File: src/rtl/calc_pkg.sv
// Shared key-code constants, entry FSM state encoding and small helpers for
// the calculator keypad entry path.
package calc_pkg;

    localparam logic [3:0] KeyAdd = 4'hA;
    localparam logic [3:0] KeySub = 4'hB;
    localparam logic [3:0] KeyMul = 4'hC;
    localparam logic [3:0] KeyDiv = 4'hD;
    localparam logic [3:0] KeyClr = 4'hE;
    localparam logic [3:0] KeyEq  = 4'hF;

    typedef enum logic [1:0] {
        StIdle  = 2'd0,
        StEntry = 2'd1,
        StHold  = 2'd2
    } entry_state_e;

    function automatic logic is_digit(input logic [3:0] c);
        return c <= 4'd9;
    endfunction

endpackage

File: src/rtl/m_key_debounce.sv
// Scan-sampled key debouncer: emits a single-cycle event with the key code once a
// press is stable for DEB_N scans, then waits for DEB_N released scans before re-arming.
module m_key_debounce #(
    parameter int unsigned DEB_N = 3
) (
    input  logic       clk,
    input  logic       rst_n,
    input  logic       scan_done,
    input  logic       pushed,
    input  logic [3:0] code,
    output logic       key_ev,
    output logic [3:0] key_code
);

    localparam logic [3:0] DebMax = 4'(DEB_N);

    logic [3:0] cnt_q, cnt_d;
    logic [3:0] last_q, last_d;
    logic       armed_q, armed_d;
    logic [3:0] cnt_inc;

    assign key_code = code;

    always_comb begin
        cnt_d   = cnt_q;
        last_d  = last_q;
        armed_d = armed_q;
        key_ev  = 1'b0;
        cnt_inc = (cnt_q == 4'hF) ? cnt_q : cnt_q + 4'd1;
        if (scan_done) begin
            if (armed_q) begin
                // cnt_q == 0 means no press is being counted, so any code starts a fresh run
                if (!pushed) begin
                    cnt_d = 4'd0;
                end else if (code == last_q && cnt_q != 4'd0) begin
                    cnt_d = cnt_inc;
                end else begin
                    cnt_d  = 4'd1;
                    last_d = code;
                end
                if (cnt_d == DebMax) begin
                    key_ev  = 1'b1;
                    armed_d = 1'b0;
                    cnt_d   = 4'd0;
                end
            end else begin
                cnt_d = pushed ? 4'd0 : cnt_inc;
                if (cnt_d == DebMax) begin
                    armed_d = 1'b1;
                    cnt_d   = 4'd0;
                end
            end
        end
    end

    always_ff @(posedge clk or negedge rst_n) begin
        if (!rst_n) begin
            cnt_q   <= 4'd0;
            last_q  <= 4'd0;
            armed_q <= 1'b1;
        end else begin
            cnt_q   <= cnt_d;
            last_q  <= last_d;
            armed_q <= armed_d;
        end
    end

endmodule

File: src/rtl/m_calc_entry.sv
// Calculator operand entry: debounced keys build a 4-digit BCD entry and
// operator/equals keys hand {operand, op} downstream over a valid/ready token.
module m_calc_entry
    import calc_pkg::*;
#(
    parameter int unsigned DEB_N = 3
) (
    input  logic        clk,
    input  logic        rst_n,
    input  logic        scan_done,
    input  logic        pushed,
    input  logic [3:0]  code,
    output logic [15:0] disp,
    output logic        tok_valid,
    output logic [15:0] tok_operand,
    output logic [3:0]  tok_op,
    input  logic        tok_ready,
    output logic        key_drop
);

    logic       key_ev;
    logic [3:0] key_code;

    m_key_debounce #(
        .DEB_N(DEB_N)
    ) u_debounce (
        .clk      (clk),
        .rst_n    (rst_n),
        .scan_done(scan_done),
        .pushed   (pushed),
        .code     (code),
        .key_ev   (key_ev),
        .key_code (key_code)
    );

    entry_state_e state_q, state_d;
    logic [15:0]  disp_q, disp_d;
    logic [2:0]   ndig_q, ndig_d;
    logic [15:0]  operand_q, operand_d;
    logic [3:0]   op_q, op_d;
    logic         drop_q, drop_d;

    always_comb begin
        state_d   = state_q;
        disp_d    = disp_q;
        ndig_d    = ndig_q;
        operand_d = operand_q;
        op_d      = op_q;
        drop_d    = 1'b0;
        unique case (state_q)
            StIdle, StEntry: begin
                if (key_ev) begin
                    if (is_digit(key_code)) begin
                        if (state_q == StIdle) begin
                            disp_d  = {12'h000, key_code};
                            ndig_d  = 3'd1;
                            state_d = StEntry;
                        end else if (ndig_q == 3'd4) begin
                            drop_d = 1'b1;
                        end else begin
                            disp_d = {disp_q[11:0], key_code};
                            ndig_d = ndig_q + 3'd1;
                        end
                    end else if (key_code == KeyClr) begin
                        disp_d  = 16'h0000;
                        ndig_d  = 3'd0;
                        state_d = StIdle;
                    end else begin
                        operand_d = disp_q;
                        op_d      = key_code;
                        state_d   = StHold;
                    end
                end
            end
            StHold: begin
                // The token is frozen here; every key is dropped, even one landing on the transfer cycle
                if (key_ev) begin
                    drop_d = 1'b1;
                end
                if (tok_ready) begin
                    disp_d  = 16'h0000;
                    ndig_d  = 3'd0;
                    state_d = StIdle;
                end
            end
            default: begin
                state_d = StIdle;
            end
        endcase
    end

    always_ff @(posedge clk or negedge rst_n) begin
        if (!rst_n) begin
            state_q   <= StIdle;
            disp_q    <= 16'h0000;
            ndig_q    <= 3'd0;
            operand_q <= 16'h0000;
            op_q      <= 4'h0;
            drop_q    <= 1'b0;
        end else begin
            state_q   <= state_d;
            disp_q    <= disp_d;
            ndig_q    <= ndig_d;
            operand_q <= operand_d;
            op_q      <= op_d;
            drop_q    <= drop_d;
        end
    end

    assign disp        = disp_q;
    assign tok_valid   = (state_q == StHold);
    assign tok_operand = operand_q;
    assign tok_op      = op_q;
    assign key_drop    = drop_q;

endmodule

File: config.mk
export PLATFORM = sky130hd
export DESIGN_NAME = m_calc_entry
export DESIGN_NICKNAME = d
export VERILOG_FILES = /design/src/rtl/calc_pkg.sv /design/src/rtl/m_key_debounce.sv /design/src/rtl/m_calc_entry.sv
export SDC_FILE = /design/constraint.sdc
export NUM_CORES = 1
export LEC_CHECK = 0
export CORE_MARGIN = 5
export CORE_UTILIZATION = 47
export DETAILED_ROUTE_END_ITERATION = 16
export PLACE_DENSITY = 0.88
export SETUP_SLACK_MARGIN = 0.02
export SYNTH_ARGS = -nofsm -noshare
export SYNTH_HDL_FRONTEND = slang
export SYNTH_HIERARCHICAL = 1
export SYNTH_SLANG_ARGS = --single-unit
File: constraint.sdc
create_clock -name clk -period 2.5 [get_ports clk]
set_input_delay 0.625 -clock clk [delete_from_list [all_inputs] [get_ports clk]]
set_output_delay 0.625 -clock clk [all_outputs]
set_load 0.01 [all_outputs]
==> flow_results.xml <==
<?xml version="1.0" encoding="UTF-8"?>
<metrics>
  <group name="outcome">
    <metric name="status" unit="">completed</metric>
  </group>
  <group name="cells_and_area">
    <metric name="utilization" unit="">0.634</metric>
    <metric name="final_layout_size_suffix_gt1_frac" unit="">0.311</metric>
    <metric name="fillers" unit="">433</metric>
    <metric name="register_area" unit="um2">1280</metric>
    <metric name="multi_input_comb_area" unit="um2">1110</metric>
    <metric name="area_growth" unit="%">30.3</metric>
    <metric name="nets" unit="">279</metric>
    <metric name="n_antenna_cell" unit="">0</metric>
    <metric name="final_non_filler_cell_area" unit="um2">3260</metric>
  </group>
  <group name="floorplan">
    <metric name="fp.dieW" unit="um">83.0</metric>
    <metric name="die-area" unit="um2">6880</metric>
    <metric name="chipHeight" unit="um">83.0</metric>
    <metric name="std_cell_rows" unit="">26</metric>
    <metric name="floorplan.io_pins" unit="">47</metric>
    <metric name="initial_utilization" unit="">0.487</metric>
    <metric name="core_region_area" unit="um2">5140</metric>
  </group>
  <group name="power">
    <metric name="power_dens_cells" unit="nW/um2">531</metric>
    <metric name="leakage" unit="nW">1.54</metric>
    <metric name="irDropWorstVdd" unit="mV">0.314</metric>
    <metric name="p_total" unit="W">0.00173</metric>
  </group>
  <group name="sta">
    <metric name="clock_skew" unit="ns">0.00681</metric>
    <metric name="max_slew.worst_pin.slew" unit="ns">0.885</metric>
    <metric name="layout_worst_path_cycle_share" unit="">0.943</metric>
    <metric name="period_needed" unit="ns">2.36</metric>
    <metric name="hold_viol_final" unit="">0</metric>
    <metric name="fmax" unit="MHz">424</metric>
    <metric name="rsz0062_at_grt" unit="">no</metric>
    <metric name="maxSlewHeadroom" unit="">0.410</metric>
    <metric name="setup_viol" unit="">0</metric>
    <metric name="report.final.slew_viol_count" unit="">0</metric>
  </group>
  <group name="global_route">
    <metric name="globalRouteTotalUtil" unit="">0.162</metric>
    <metric name="grt_antenna_before_repair" unit="">0</metric>
    <metric name="largest_net_degree_at_the_start_of_global_routing" unit="">41</metric>
    <metric name="grt_first_pass_wirelength" unit="um">9140</metric>
    <metric name="vias_in_the_first_global_route" unit="">1853</metric>
    <metric name="gr-total-overflow" unit="">0</metric>
  </group>
  <group name="logic_synthesis">
    <metric name="netlist-cell-type-count" unit="">50</metric>
    <metric name="postSynthNetCount" unit="">216</metric>
    <metric name="synthDominantCellAreaShare" unit="">0.500</metric>
    <metric name="netlist_instances" unit="">203</metric>
    <metric name="synth_edf_count" unit="">0</metric>
    <metric name="synth_largest_area_cell" unit="">dfrtp_1</metric>
    <metric name="async_flop_share" unit="">1.00</metric>
    <metric name="synth-seq-area-share" unit="">0.511</metric>
    <metric name="post_synth_most_frequent_cells" unit="">50 x dfrtp_1, 23 x mux2_2, 13 x nand4_1, 11 x a21bo_2, 9 x nand2_1</metric>
    <metric name="post_synthesis_cell_area" unit="um2">2500</metric>
    <metric name="dominantRegCellSynth" unit="">dfrtp_1</metric>
    <metric name="library_cell_with_the_highest_instance_count_after_synthesis" unit="">dfrtp_1</metric>
    <metric name="synth_seq_cells" unit="">51</metric>
    <metric name="synth.area.top_cells" unit="">dfrtp_1 50%, mux2_2 10%, a21bo_2 4.4%</metric>
    <metric name="synthesis.area_per_instance" unit="um2">12.3</metric>
    <metric name="yosys_warnings" unit="">6</metric>
  </group>
  <group name="setup_path">
    <metric name="timing.critical_path.arrival" unit="ns">2.55</metric>
    <metric name="critical_path_buffer_and_inverter_count" unit="">3</metric>
    <metric name="critPathMaxStageDelay" unit="ns">0.44</metric>
    <metric name="critical_path.max_fanout" unit="">11</metric>
    <metric name="end_kind" unit="">flip-flop</metric>
    <metric name="master_of_the_slowest_instance_on_the_critical_path" unit="">clkdlybuf4s50_1</metric>
    <metric name="timing_worst_setup_path_type" unit="">input port to flip-flop</metric>
    <metric name="timing.critical_path.cells" unit="">clkdlybuf4s50_1 -&gt; xor2_1 -&gt; nor3_2 -&gt; nand2_1 -&gt; nor3_2 -&gt; and2b_1 -&gt; buf_4 -&gt; nand2_1 -&gt; buf_4 -&gt; mux2_2</metric>
    <metric name="cp-start-kind" unit="">input port</metric>
    <metric name="cp.required" unit="ns">2.69</metric>
    <metric name="critical_path.top_delay_family" unit="">buffers and inverters</metric>
  </group>
  <group name="placement">
    <metric name="finalWeightedCongestion" unit="">0.860</metric>
    <metric name="postPlaceCellArea" unit="um2">3110</metric>
    <metric name="portBuffers" unit="">46</metric>
    <metric name="hpwl" unit="um">4030</metric>
  </group>
  <group name="drt">
    <metric name="vias_after_detailed_routing" unit="">1876</metric>
    <metric name="drt_first_iter_violations" unit="">109</metric>
    <metric name="vias_per_cell" unit="">5.57</metric>
    <metric name="detail_route.wl_per_cell" unit="um">16.6</metric>
    <metric name="ant_nets" unit="">0</metric>
    <metric name="route.detailed.drc" unit="">0</metric>
    <metric name="detail_route.first_pass.iterations" unit="">4</metric>
    <metric name="detail_route.wirelength" unit="um">5580</metric>
  </group>
  <group name="worst_hold_path">
    <metric name="timing.hold.worst.class" unit="">input port to asynchronous set/reset pin</metric>
  </group>
  <group name="cts">
    <metric name="clkSinkCount" unit="">51</metric>
    <metric name="cts_tree" unit="">built</metric>
    <metric name="cts_buffer_depth" unit="">2</metric>
    <metric name="post-cts-setup-buffers" unit="">0</metric>
    <metric name="root_buffer" unit="">clkbuf_8</metric>
    <metric name="cts_htree_levels" unit="">2</metric>
    <metric name="clock_insertion_delay_worst_skew" unit="ns">0.31</metric>
    <metric name="cts_buffers" unit="">5</metric>
    <metric name="cts_hold_repair_buffers" unit="">0</metric>
    <metric name="clk_pin_slew_worst_paths" unit="ns">0.09</metric>
  </group>
  <group name="job">
    <metric name="drv.max_cap_violation_count" unit="">0</metric>
  </group>
</metrics>
-- sequential cells by signal (all words and copies together), names as in the netlist --
signal	count
tok_operand	16
tok_op	4
u_debounce/cnt_q	4
u_debounce/armed_q	1
state_q	2
key_drop	1
ndig_q	3
u_debounce/last_q	4
disp	16
-- area by class of cell --
cell class	count	share of cell area
clock buffers	6	0.0253
clock inverters	2	0.0119
inverters	8	0.00921
multi-input cells	131	0.340
flip-flops and latches	51	0.392
well taps	70	0.0269
repair buffers	69	0.195
-- metal layers --
layer | GRT usage | wire length (um) | part of all wire | vias to the layer above
li1 | - | - | - | 863
met1 | 0.188 | 2310 | 0.41 | 959
met2 | 0.292 | 2940 | 0.53 | 44
met3 | 0.0297 | 204 | 0.037 | 10
met4 | 0.0654 | 122 | 0.022 | 0
met5 | 0 | 0 | 0 | -
-- final timing paths --
| path | from | end | slack (ns) | cells past startpoint |
|---|---|---|---|---|
| max reg2reg | u_debounce/cnt_q[0] | tok_operand[13] | 0.17 | 10 |
| min reg2reg | tok_op[3] | tok_op[3] | 0.48 | 1 |
| max | code[3] | tok_operand[13] | 0.14 | 10 |
| max in group asynchronous | rst_n | tok_operand[3] | 1.42 | 2 |
| min | rst_n | tok_op[3] | 0.42 | 1 |
| min in group clk | tok_op[3] | tok_op[3] | 0.48 | 1 |
-- cell usage in the layout, fill, tap and decap left out, types with 3 or more instances in the layout --
cell type,count
a21bo_2,11
clkbuf_8,6
ha_1,4
mux2_4,4
nor2_1,6
nand4_1,13
mux2_2,23
nor3b_1,3
o21ai_0,3
dfrtp_1,50
inv_1,8
nor3_1,4
clkdlybuf4s50_1,44
xor2_1,4
buf_4,22
nand2_1,9
a21oi_1,5
-- what timing repair did --
action / in CTS / in global routing
resized for setup: 2 / 3
endpoints found under the setup margin: 27 / 37
hold endpoints to repair: 0 / 0
gates cloned: 0 / 1
pin swaps: 0 / 1
-- power by group --
part,switching (W),internal (W),leakage [nW]
Sequential,0.0000327,0.000859,0.694
Combinational,0.000118,0.000119,0.787
Clock,0.000274,0.000329,0.0618
-- metrics by stage --
stage / hold slack (ns) / worst slack (ns) / TNS (ns) / instances
after floorplan: 0.329 / 0.0279 / 0 / 203
after global placement: 0.450 / -0.296 / -9.58 / 328
after detailed placement: 0.466 / -0.364 / -12.29 / 328
after CTS: 0.450 / 0.0467 / 0 / 336
after global routing: 0.497 / 0.0492 / 0 / 337
final: 0.419 / 0.142 / 0 / 337
-- logic make-up after synthesis --
| kind of cell | count (synthesis) | share of synthesized area |
|---|---|---|
| adders and majority gates | 4 | 0.0200 |
| muxes | 29 | 0.136 |
| xor gates and xnor gates | 6 | 0.0210 |
| buffers and inverters | 22 | 0.0555 |
| AOI/OAI and AO/OA | 37 | 0.130 |
| and+or+nand+nor | 54 | 0.128 |
| DFF | 51 | 0.511 |
Power figures use the tool's default switching activity.
